--- src/rtl/sync_fifo_param.sv ---
// ---------------------------------------------------------------------------
// sync_fifo_param
// Single-clock parametrised FIFO. It provides an occupancy count,
// programmable almost-full/almost-empty thresholds, a synchronous flush,
// a read-valid strobe and one-cycle write/read error pulses.
//
// Build option:
//   SYNC_FIFO_FWFT_EN  When defined, the FIFO runs in first-word-fall-through
//                      mode. rdata_o is the head entry, read straight from the
//                      array, and rvalid_o = !empty_o. When undefined, rdata_o
//                      is a register that loads on each accepted read.
//
// Parameters:
//   WIDTH          data word width (>= 1)
//   DEPTH          number of entries (power of two, >= 2)
//   AFULL_THRESH   almost_full_o  when count >= AFULL_THRESH  (1..DEPTH)
//   AEMPTY_THRESH  almost_empty_o when count <= AEMPTY_THRESH (0..DEPTH-1)
//
// Ports:
//   clk_i           clock, rising edge
//   rst_i           asynchronous active-high reset
//   clear_i         synchronous flush; takes priority over wr/rd
//   wr_en_i         write request
//   wdata_i         write data
//   rd_en_i         read request
//   rdata_o         read data
//   rvalid_o        rdata_o holds a popped word (standard) / head valid (FWFT)
//   full_o          count == DEPTH
//   empty_o         count == 0
//   almost_full_o   threshold flag
//   almost_empty_o  threshold flag
//   count_o         occupancy, 0..DEPTH
//   wr_error_o      pulses the cycle after a write is attempted while full
//   rd_error_o      pulses the cycle after a read is attempted while empty
// ---------------------------------------------------------------------------
module sync_fifo_param #(
    parameter int unsigned WIDTH         = 8,
    parameter int unsigned DEPTH         = 16,
    parameter int unsigned AFULL_THRESH  = DEPTH - 2,
    parameter int unsigned AEMPTY_THRESH = 2
) (
    input  logic                     clk_i,
    input  logic                     rst_i,
    input  logic                     clear_i,
    input  logic                     wr_en_i,
    input  logic [WIDTH-1:0]         wdata_i,
    input  logic                     rd_en_i,
    output logic [WIDTH-1:0]         rdata_o,
    output logic                     rvalid_o,
    output logic                     full_o,
    output logic                     empty_o,
    output logic                     almost_full_o,
    output logic                     almost_empty_o,
    output logic [$clog2(DEPTH):0]   count_o,
    output logic                     wr_error_o,
    output logic                     rd_error_o
);

    localparam int unsigned AW = $clog2(DEPTH);
    localparam int unsigned CW = AW + 1;

    logic [WIDTH-1:0] mem [DEPTH];
    logic [AW-1:0]    wr_ptr;
    logic [AW-1:0]    rd_ptr;
    logic [CW-1:0]    count_nxt;
    logic             wr_acc;
    logic             rd_acc;

    // Acceptance is decided from the registered flags at the edge, so a
    // read and a write on a full FIFO pops only, and on an empty FIFO
    // pushes only.
    always_comb begin
        wr_acc = wr_en_i && !full_o && !clear_i;
        rd_acc = rd_en_i && !empty_o && !clear_i;
    end

    // Next occupancy. Every flag is derived from it, so the flags agree
    // with count_o in every cycle.
    always_comb begin
        count_nxt = count_o;
        if (clear_i) begin
            count_nxt = '0;
        end else begin
            case ({wr_acc, rd_acc})
                2'b10:   count_nxt = count_o + CW'(1);
                2'b01:   count_nxt = count_o - CW'(1);
                default: count_nxt = count_o;
            endcase
        end
    end

    // Storage array. It has no reset, because stale contents are never
    // observable through the pointers.
    always_ff @(posedge clk_i) begin
        if (wr_acc) begin
            mem[wr_ptr] <= wdata_i;
        end
    end

    // Pointers wrap naturally because DEPTH is a power of two.
    always_ff @(posedge clk_i or posedge rst_i) begin
        if (rst_i) begin
            wr_ptr <= '0;
            rd_ptr <= '0;
        end else if (clear_i) begin
            wr_ptr <= '0;
            rd_ptr <= '0;
        end else begin
            if (wr_acc) wr_ptr <= wr_ptr + AW'(1);
            if (rd_acc) rd_ptr <= rd_ptr + AW'(1);
        end
    end

    // Count and status flags.
    always_ff @(posedge clk_i or posedge rst_i) begin
        if (rst_i) begin
            count_o        <= '0;
            full_o         <= 1'b0;
            empty_o        <= 1'b1;
            almost_full_o  <= 1'b0;
            almost_empty_o <= 1'b1;
        end else begin
            count_o        <= count_nxt;
            full_o         <= (count_nxt == CW'(DEPTH));
            empty_o        <= (count_nxt == '0);
            almost_full_o  <= (count_nxt >= CW'(AFULL_THRESH));
            almost_empty_o <= (count_nxt <= CW'(AEMPTY_THRESH));
        end
    end

    // Error pulses last exactly one cycle. A flush never reports an error.
    always_ff @(posedge clk_i or posedge rst_i) begin
        if (rst_i) begin
            wr_error_o <= 1'b0;
            rd_error_o <= 1'b0;
        end else begin
            wr_error_o <= wr_en_i && full_o && !clear_i;
            rd_error_o <= rd_en_i && empty_o && !clear_i;
        end
    end

`ifdef SYNC_FIFO_FWFT_EN
    // Head of queue is visible without a read request.
    always_comb begin
        rdata_o  = mem[rd_ptr];
        rvalid_o = !empty_o;
    end
`else
    // Registered read port. rdata_o holds its last value through a flush.
    always_ff @(posedge clk_i or posedge rst_i) begin
        if (rst_i) begin
            rdata_o  <= '0;
            rvalid_o <= 1'b0;
        end else begin
            rvalid_o <= rd_acc;
            if (rd_acc) begin
                rdata_o <= mem[rd_ptr];
            end
        end
    end
`endif

`ifndef SYNTHESIS
    // Simulation-only consistency checks.
    always @(posedge clk_i) begin
        if (!rst_i) begin
            assert (count_o <= CW'(DEPTH))
                else $error("sync_fifo_param: count_o above DEPTH");
            assert (full_o == (count_o == CW'(DEPTH)))
                else $error("sync_fifo_param: full_o inconsistent with count_o");
            assert (empty_o == (count_o == '0))
                else $error("sync_fifo_param: empty_o inconsistent with count_o");
        end
    end
`endif

endmodule

--- config.mk ---
export PLATFORM = sky130hd
export DESIGN_NAME = sync_fifo_param
export DESIGN_NICKNAME = d
export VERILOG_FILES = /design/src/rtl/sync_fifo_param.sv
export SDC_FILE = /design/constraint.sdc
export NUM_CORES = 1
export LEC_CHECK = 0
export BUFFER_PORTS_ARGS = -buffer_cell sky130_fd_sc_hd__buf_2
export CORE_AREA = 10 10 151 83
export CTS_CLUSTER_DIAMETER = 50
export CTS_CLUSTER_SIZE = 40
export DETAILED_ROUTE_END_ITERATION = 8
export DIE_AREA = 0 0 161 93
export PLACE_DENSITY = 0.83
export SLEW_MARGIN = 30
export SYNTH_ARGS = -nofsm -noshare
export SYNTH_HDL_FRONTEND = slang
export SYNTH_SLANG_ARGS = --single-unit
--- constraint.sdc ---
create_clock -name clk_i -period 4.1 [get_ports clk_i]
set_clock_uncertainty 0.1 [all_clocks]
set_input_delay 0 -clock clk_i [delete_from_list [all_inputs] [get_ports clk_i]]
set_output_delay 0 -clock clk_i [all_outputs]
set_load 0.02 [all_outputs]
==> summary.md, run 1 <==
| Metric | Value |
|---|---|
| Dpl hpwl | `9088 um` |
| Total Power | `3.824 mW` |
| Cell Int Power | `2.901 mW` |
| Register bit total from synthesis | `156` |
| Hold slack | `96.13 ps` |
| CP Launch Type | `input port` |
| Lkg Pwr | `2.605 nW` |
| Async S/R FF share, synth | `0.1795` |
| Number of global-route vias before repair | `3368` |
| Vias per Instance | `6.119` |
| Total gr overflow | `0` |
| Hold/Removal Path Class | `input port to async pin` |
| Worst-path clk slew | `60 ps` |
| First-pass GRT wire length | `21350 um` |
| Max H-tree Level | `4` |
| R2R setup slack | `970 ps` |
| TritonCTS clock tree | `yes` |
| Sequential fraction of the synthesis area | `0.7213` |
| Crit path kind | `input port to flop` |
| PwrDens | `519.5 nW/um2` |
| Worst Slack Setup Final | `895.4 ps` |
| DR top layer | `met4` |
| Syn_nets | `368` |
| Slew margin rel. | `0.3694` |
| RePlAce Congestion | `0.8807` |
| Nets | `421` |
| Setup Viol. Count Final | `0` |
| Syn Inst Count | `348` |
| Hold Fails Final Rpt | `0` |
| EDFF count, synth | `128` |
| Sequential Power Share | `0.480` |
| # clock sinks | `156` |
| Final Util | `0.7393` |
| Top-count cell post-synth | `edfxtp_1` |
| Met1 Routed Length | `6195 um` |
| DR pass1 iterations | `5` |
| Worst vdd ir | `354.3 uV` |
| Switch share | `0.2413` |
| Count of cell types in the netlist | `41` |
| Die X | `161 um` |
| Period minus WS final | `3205 ps` |
| Status | `finished clean` |
| Switch Pwr | `922.5 uW` |
| Initial antenna violation count | `0` |
| RSZ-0062 raised after global routing | `false` |
| Starting density of the core | `0.6332` |
| Syn. warnings | `0` |
| Synth cell count leaders | `edfxtp_1 (128), mux4_2 (40), nand2_1 (34)` |
| Die Y-Extent | `93 um` |
| Period utilisation layout | `0.7816` |
| Synth Flop Type | `edfxtp_1` |
| Clk pwr share | `0.408` |
| WP data arrival | `3390 ps` |
| Area grow syn2layout | `16.75%` |
| Layout cell share with drive strength beyond 1 | `0.2947` |
| Setup Slack @ Placement | `1048 ps` |
| Post-CTS Hold Buffers | `12` |
| Max FO, Critical Path | `20` |
| Largest net degree at the start of global routing | `29` |
| Avg WL per Cell | `25.15 um` |
| I/O Buffers | `32` |
| Reg2reg start | `empty_o` |
| I/O Pins | `33` |
| Slew of the pin with the lowest slew margin | `942.3 ps` |
| Slew Limit Fails | `0` |
| Via count | `3390` |
| # resized after CTS | `0` |
| Area contributors post-synth | `edfxtp_1 (61%), mux4_2 (14%), dfrtp_1 (10%)` |
| Die ar. | `14970 um2` |
| Met3 wire length | `1550 um` |
| Reg2reg end | `full_o` |
| Final setup TNS | `0 ps` |
| Ant diodes | `0` |
| Mapped cell area | `6304 um2` |
| DRC viols | `0` |
| Max Cap Viol | `0` |
| Core area | `9955 um2` |
| DRT iter0 DRCs | `393` |
| Req. time, crit path | `4290 ps` |
| Clock Tree Buf Depth | `2` |
| Post-route cell area | `7360 um2` |
| Setup Buffers After CTS | `0` |
| Avg Inst Size Synth | `18.11 um2` |
| R2R depth | `11` |
| Dpl cells | `510` |
| Leading area contributor after synthesis | `edfxtp_1` |
| Combinational group share of total power | `0.112` |
| Highest clock rate | `312.1 MHz` |
| Antenna-violating nets left | `0` |
| Core Rows | `26` |
| Non-filler cells, final | `554` |
| Clock Latency Late Sink | `420 ps` |
| Placed instance area | `6628 um2` |
| GR Util All Layers | `0.1944` |
| Routed wire length | `13940 um` |
| TritonCTS buffer count | `17` |
| Critical path capture point type | `flop` |
| CTS root buffer | `clkbuf_16` |
| Met2 Wirelength | `6005 um` |
| Post-synth top area share | `0.6098` |
==> how the worst max path moves through the flow <==
stage            start      to  slack, ps
5_1_grt        clear_i  full_o        710
3_5_place_dp   empty_o  full_o       1050
2_1_floorplan  empty_o  full_o       1260
6_report       clear_i  full_o        900
4_1_cts        clear_i  full_o        990
3_3_place_gp   empty_o  full_o       1130
==> logic make-up (layout without fill, tap and decap cells) <==
group	Yosys count	count (layout)	share of synthesized area
and+or+nand+nor	84	84	0.06074
xor gates and xnor gates	10	10	0.01389
buffers and inverters	28	94	0.01766
muxes	43	43	0.1479
DFF	156	156	0.7213
adders and majority gates	7	7	0.01389
AOI/OAI and AO/OA	20	20	0.02461
==> metal layers <==
layer,global-route usage,vias to the layer above
met4,0.05572,0
li1,-,1462
met5,0,-
met2,0.2682,210
met3,0.06037,20
met1,0.2914,1698
==> power groups by stage <==
stage	Clock (mW)	Sequential, mW	Combinational (mW)
after floorplan	0	1.90	0.224
after global placement	0	1.86	0.406
after detailed placement	0	1.87	0.416
after CTS	1.57	1.83	0.428
after global routing	1.65	1.84	0.460
final	1.56	1.83	0.427
==> worst max-delay path, cell delays in order <==
cell,delay (ps)
dlygate4sd3_1,550
buf_2,250
or3b_4,540
clkinv_2,190
nand2_2,100
xnor2_1,150
ha_1,180
a21o_1,190
and3_1,200
or4_1,390
a21oi_1,390
nor2_1,90
nor4b_1,160
==> area by class of cell <==
class,instances,area [um2]
clock buffer,23,543.0
clock inverter,9,68.82
fill,602,2595
inverter,10,38.79
multi-input combinational,164,1645
sequential,156,4548
tap,140,175.2
timing repair buffer,52,340.3
==> layout by cell type, fill, tap and decap left out, drive strengths merged, types with 3 or more instances in the layout <==
cell type	n
xnor2	5
clkinv	5
nand2	35
nand2b	3
a21oi	7
nor2	27
inv	13
or4	4
xor2	5
mux4	40
dlygate4sd3	12
dfrtp	26
edfxtp	128
buf	40
nor3	4
and3	4
clkbuf	23
ha	7
==> sequential cells by signal (all words and copies together) (netlist names) <==
name,flops
almost_empty_o,1
almost_full_o,1
count_o,5
empty_o,1
full_o,1
mem,128
rd_error_o,1
rd_ptr,4
rdata_o,8
rvalid_o,1
wr_error_o,1
wr_ptr,4
(Power assumes the default switching activity.)
==> inputs of run 2 (changes only) <==
--- a/config.mk
+++ b/config.mk
@@ -6,12 +6,12 @@
 export NUM_CORES = 1
 export LEC_CHECK = 0
 export BUFFER_PORTS_ARGS = -buffer_cell sky130_fd_sc_hd__buf_2
-export CORE_AREA = 10 10 151 83
+export CORE_AREA = 10 10 156 86
 export CTS_CLUSTER_DIAMETER = 50
 export CTS_CLUSTER_SIZE = 40
 export DETAILED_ROUTE_END_ITERATION = 8
-export DIE_AREA = 0 0 161 93
-export PLACE_DENSITY = 0.83
+export DIE_AREA = 0 0 166 96
+export PLACE_DENSITY = 0.77
 export SLEW_MARGIN = 30
 export SYNTH_ARGS = -nofsm -noshare
 export SYNTH_HDL_FRONTEND = slang
==> constraint.sdc (replaced) <==
create_clock -name clk_i -period 3 [get_ports clk_i]
set_clock_uncertainty 0.1 [all_clocks]
set_input_delay 0 -clock clk_i [delete_from_list [all_inputs] [get_ports clk_i]]
set_output_delay 0 -clock clk_i [all_outputs]
set_load 0.02 [all_outputs]
==> summary.md, run 2 (same netlist as run 1, synthesis figures left out) <==
| Metric | Value |
|---|---|
| Die X | `166 um (was 161 um)` |
| Period utilisation layout | `0.9415` |
| Die ar. | `15940 um2 (was 14970 um2)` |
| Setup Viol. Count Final | `0 (unchanged)` |
| TritonCTS clock tree | `yes (unchanged)` |
| Max FO, Critical Path | `12 (was 20)` |
| Vias per Instance | `6.069 (was 6.119)` |
| Hold/Removal Path Class | `input port to async pin (unchanged)` |
| Sequential Power Share | `0.475 (was 0.480)` |
| Core Rows | `27 (was 26)` |
| Cell Int Power | `4.019 mW (was 2.901 mW)` |
| Crit path kind | `flop to flop (was input port to flop)` |
| Clock Tree Buf Depth | `2 (unchanged)` |
| Top reg by flops | `mem (unchanged)` |
| Starting density of the core | `0.5886 (was 0.6332)` |
| Period minus WS final | `2824 ps` |
| Status | `finished clean (unchanged)` |
| # clock sinks | `156 (unchanged)` |
| Final Util | `0.7028 (was 0.7393)` |
| I/O Buffers | `32 (unchanged)` |
| Combinational group share of total power | `0.113 (was 0.112)` |
| Top flop regs | `mem: 128 flops, rdata_o: 8 flops, count_o: 5 flops (unchanged)` |
| CP Launch Type | `flop (was input port)` |
| Largest net degree at the start of global routing | `36 (was 29)` |
| Hold slack | `104.4 ps (was 96.13 ps)` |
| Final setup TNS | `0 ps (unchanged)` |
| Max H-tree Level | `4 (unchanged)` |
| DR pass1 iterations | `5 (unchanged)` |
| Dpl hpwl | `9048 um (was 9088 um)` |
| Total Power | `5.282 mW (was 3.824 mW)` |
| Initial antenna violation count | `0 (unchanged)` |
| Antenna-violating nets left | `0 (unchanged)` |
| Worst vdd ir | `472.8 uV (was 354.3 uV)` |
| Clock Latency Late Sink | `410 ps (was 420 ps)` |
| First-pass GRT wire length | `21590 um (was 21350 um)` |
| Routed wire length | `14030 um (was 13940 um)` |
| Setup Slack @ Placement | `165.4 ps (was 1048 ps)` |
| Max Cap Viol | `0 (unchanged)` |
| Die Y-Extent | `96 um (was 93 um)` |
| PwrDens | `701.8 nW/um2 (was 519.5 nW/um2)` |
| Switch Pwr | `1.263 mW (was 922.5 uW)` |
| Layout cell share with drive strength beyond 1 | `0.3295 (was 0.2947)` |
| Worst Slack Setup Final | `175.6 ps (was 895.4 ps)` |
| Highest clock rate | `354.1 MHz` |
| GR Util All Layers | `0.1845 (was 0.1944)` |
| Slew of the pin with the lowest slew margin | `771.8 ps (was 942.3 ps)` |
| Ant diodes | `0 (unchanged)` |
| Most frequent cells in the layout | `edfxtp_1 (128), mux4_2 (40), nand2_1 (34) (unchanged)` |
| Critical path capture point type | `flop (unchanged)` |
| WP data arrival | `3030 ps (was 3390 ps)` |
| DRC viols | `0 (unchanged)` |
| Max FFs per register | `128 (unchanged)` |
| Slew Limit Fails | `0 (unchanged)` |
| Avg WL per Cell | `24.35 um (was 25.15 um)` |
| Number of global-route vias before repair | `3609 (was 3368)` |
| RePlAce Congestion | `0.8458 (was 0.8807)` |
| Total gr overflow | `0 (unchanged)` |
| TritonCTS buffer count | `17 (unchanged)` |
| Area grow syn2layout | `19.39% (was 16.75%)` |
| CTS root buffer | `clkbuf_16 (unchanged)` |
| DRT iter0 DRCs | `457 (was 393)` |
| Switch share | `0.2391 (was 0.2413)` |
| I/O Pins | `33 (unchanged)` |
| Most common cell after layout, fill and taps aside | `edfxtp_1 (unchanged)` |
| Nets | `438 (was 421)` |
| Core area | `10710 um2 (was 9955 um2)` |
| Via count | `3496 (was 3390)` |
| Clk pwr share | `0.412 (was 0.408)` |
| Lkg Pwr | `2.709 nW (was 2.605 nW)` |
| Slew margin rel. | `0.4854 (was 0.3694)` |
| Req. time, crit path | `3210 ps (was 4290 ps)` |
| Worst-path clk slew | `60 ps (about the same)` |
| RSZ-0062 raised after global routing | `false (unchanged)` |
| Hold Fails Final Rpt | `0 (unchanged)` |
[run 2: final cells by class]
cell class	instances	area, um2
tap	145	181.4
clock buffer	24	561.8
clock inverter	8	63.81
timing repair buffer	69	480.5
sequential	156	4548
fill	667	3183
multi-input combinational	164	1652
inverter	10	38.79
[run 2: through the flow]
step | cells | instance area, um2
3_5_place_dp | 532 | 6774
6_report | 576 | 7526
2_1_floorplan | 348 | 6304
4_1_cts | 576 | 7520
3_3_place_gp | 532 | 6774
5_1_grt | 576 | 7526
[run 2: power groups by stage]
stage	sequential, mW	clock [mW]	combinational (mW)
after global routing	2.52	2.30	0.647
after global placement	2.54	0	0.570
after detailed placement	2.55	0	0.577
after CTS	2.51	2.21	0.600
final	2.51	2.17	0.597
after floorplan	2.60	0	0.306
[run 2: repair_timing]
item	CTS	global route
gates resized for setup	0	2
hold endpoints to repair	170	0
setup endpoints to repair	0	3
setup buffers	0	0
hold buffers	12	0
[run 2: path summary, 6_finish.rpt]
check / from / endpoint / slack [ps] / cells past startpoint
worst min-delay path: rst_i / rd_error_o / 100 / 3
worst max register to register: empty_o / empty_o / 180 / 9
worst min register to register: rdata_o[0] / rdata_o[0] / 400 / 2
worst max-delay path: empty_o / empty_o / 180 / 9
max in group asynchronous: rst_i / rd_ptr[0] / 2280 / 3
min in group clk_i: rd_en_i / rd_error_o / 310 / 3
[run 2: per-layer routing]
layer / part of all wire / wire length (um) / up-vias / GRT usage
met5: 0 / 0 / - / 0
met4: 0.015 / 211 / 0 / 0.06818
met3: 0.11 / 1566 / 20 / 0.07648
met2: 0.44 / 6223 / 178 / 0.2702
met1: 0.43 / 6022 / 1800 / 0.2452
li1: - / - / 1498 / -
[run 2: worst max-delay path, stage by stage, from the launching register on]
cell,delay [ps]
dfstp_2,550
or3b_4,130
buf_4,190
inv_2,50
ha_1,270
or4_1,580
o311a_1,190
a21oi_4,200
xnor2_1,120
a2111oi_2,330
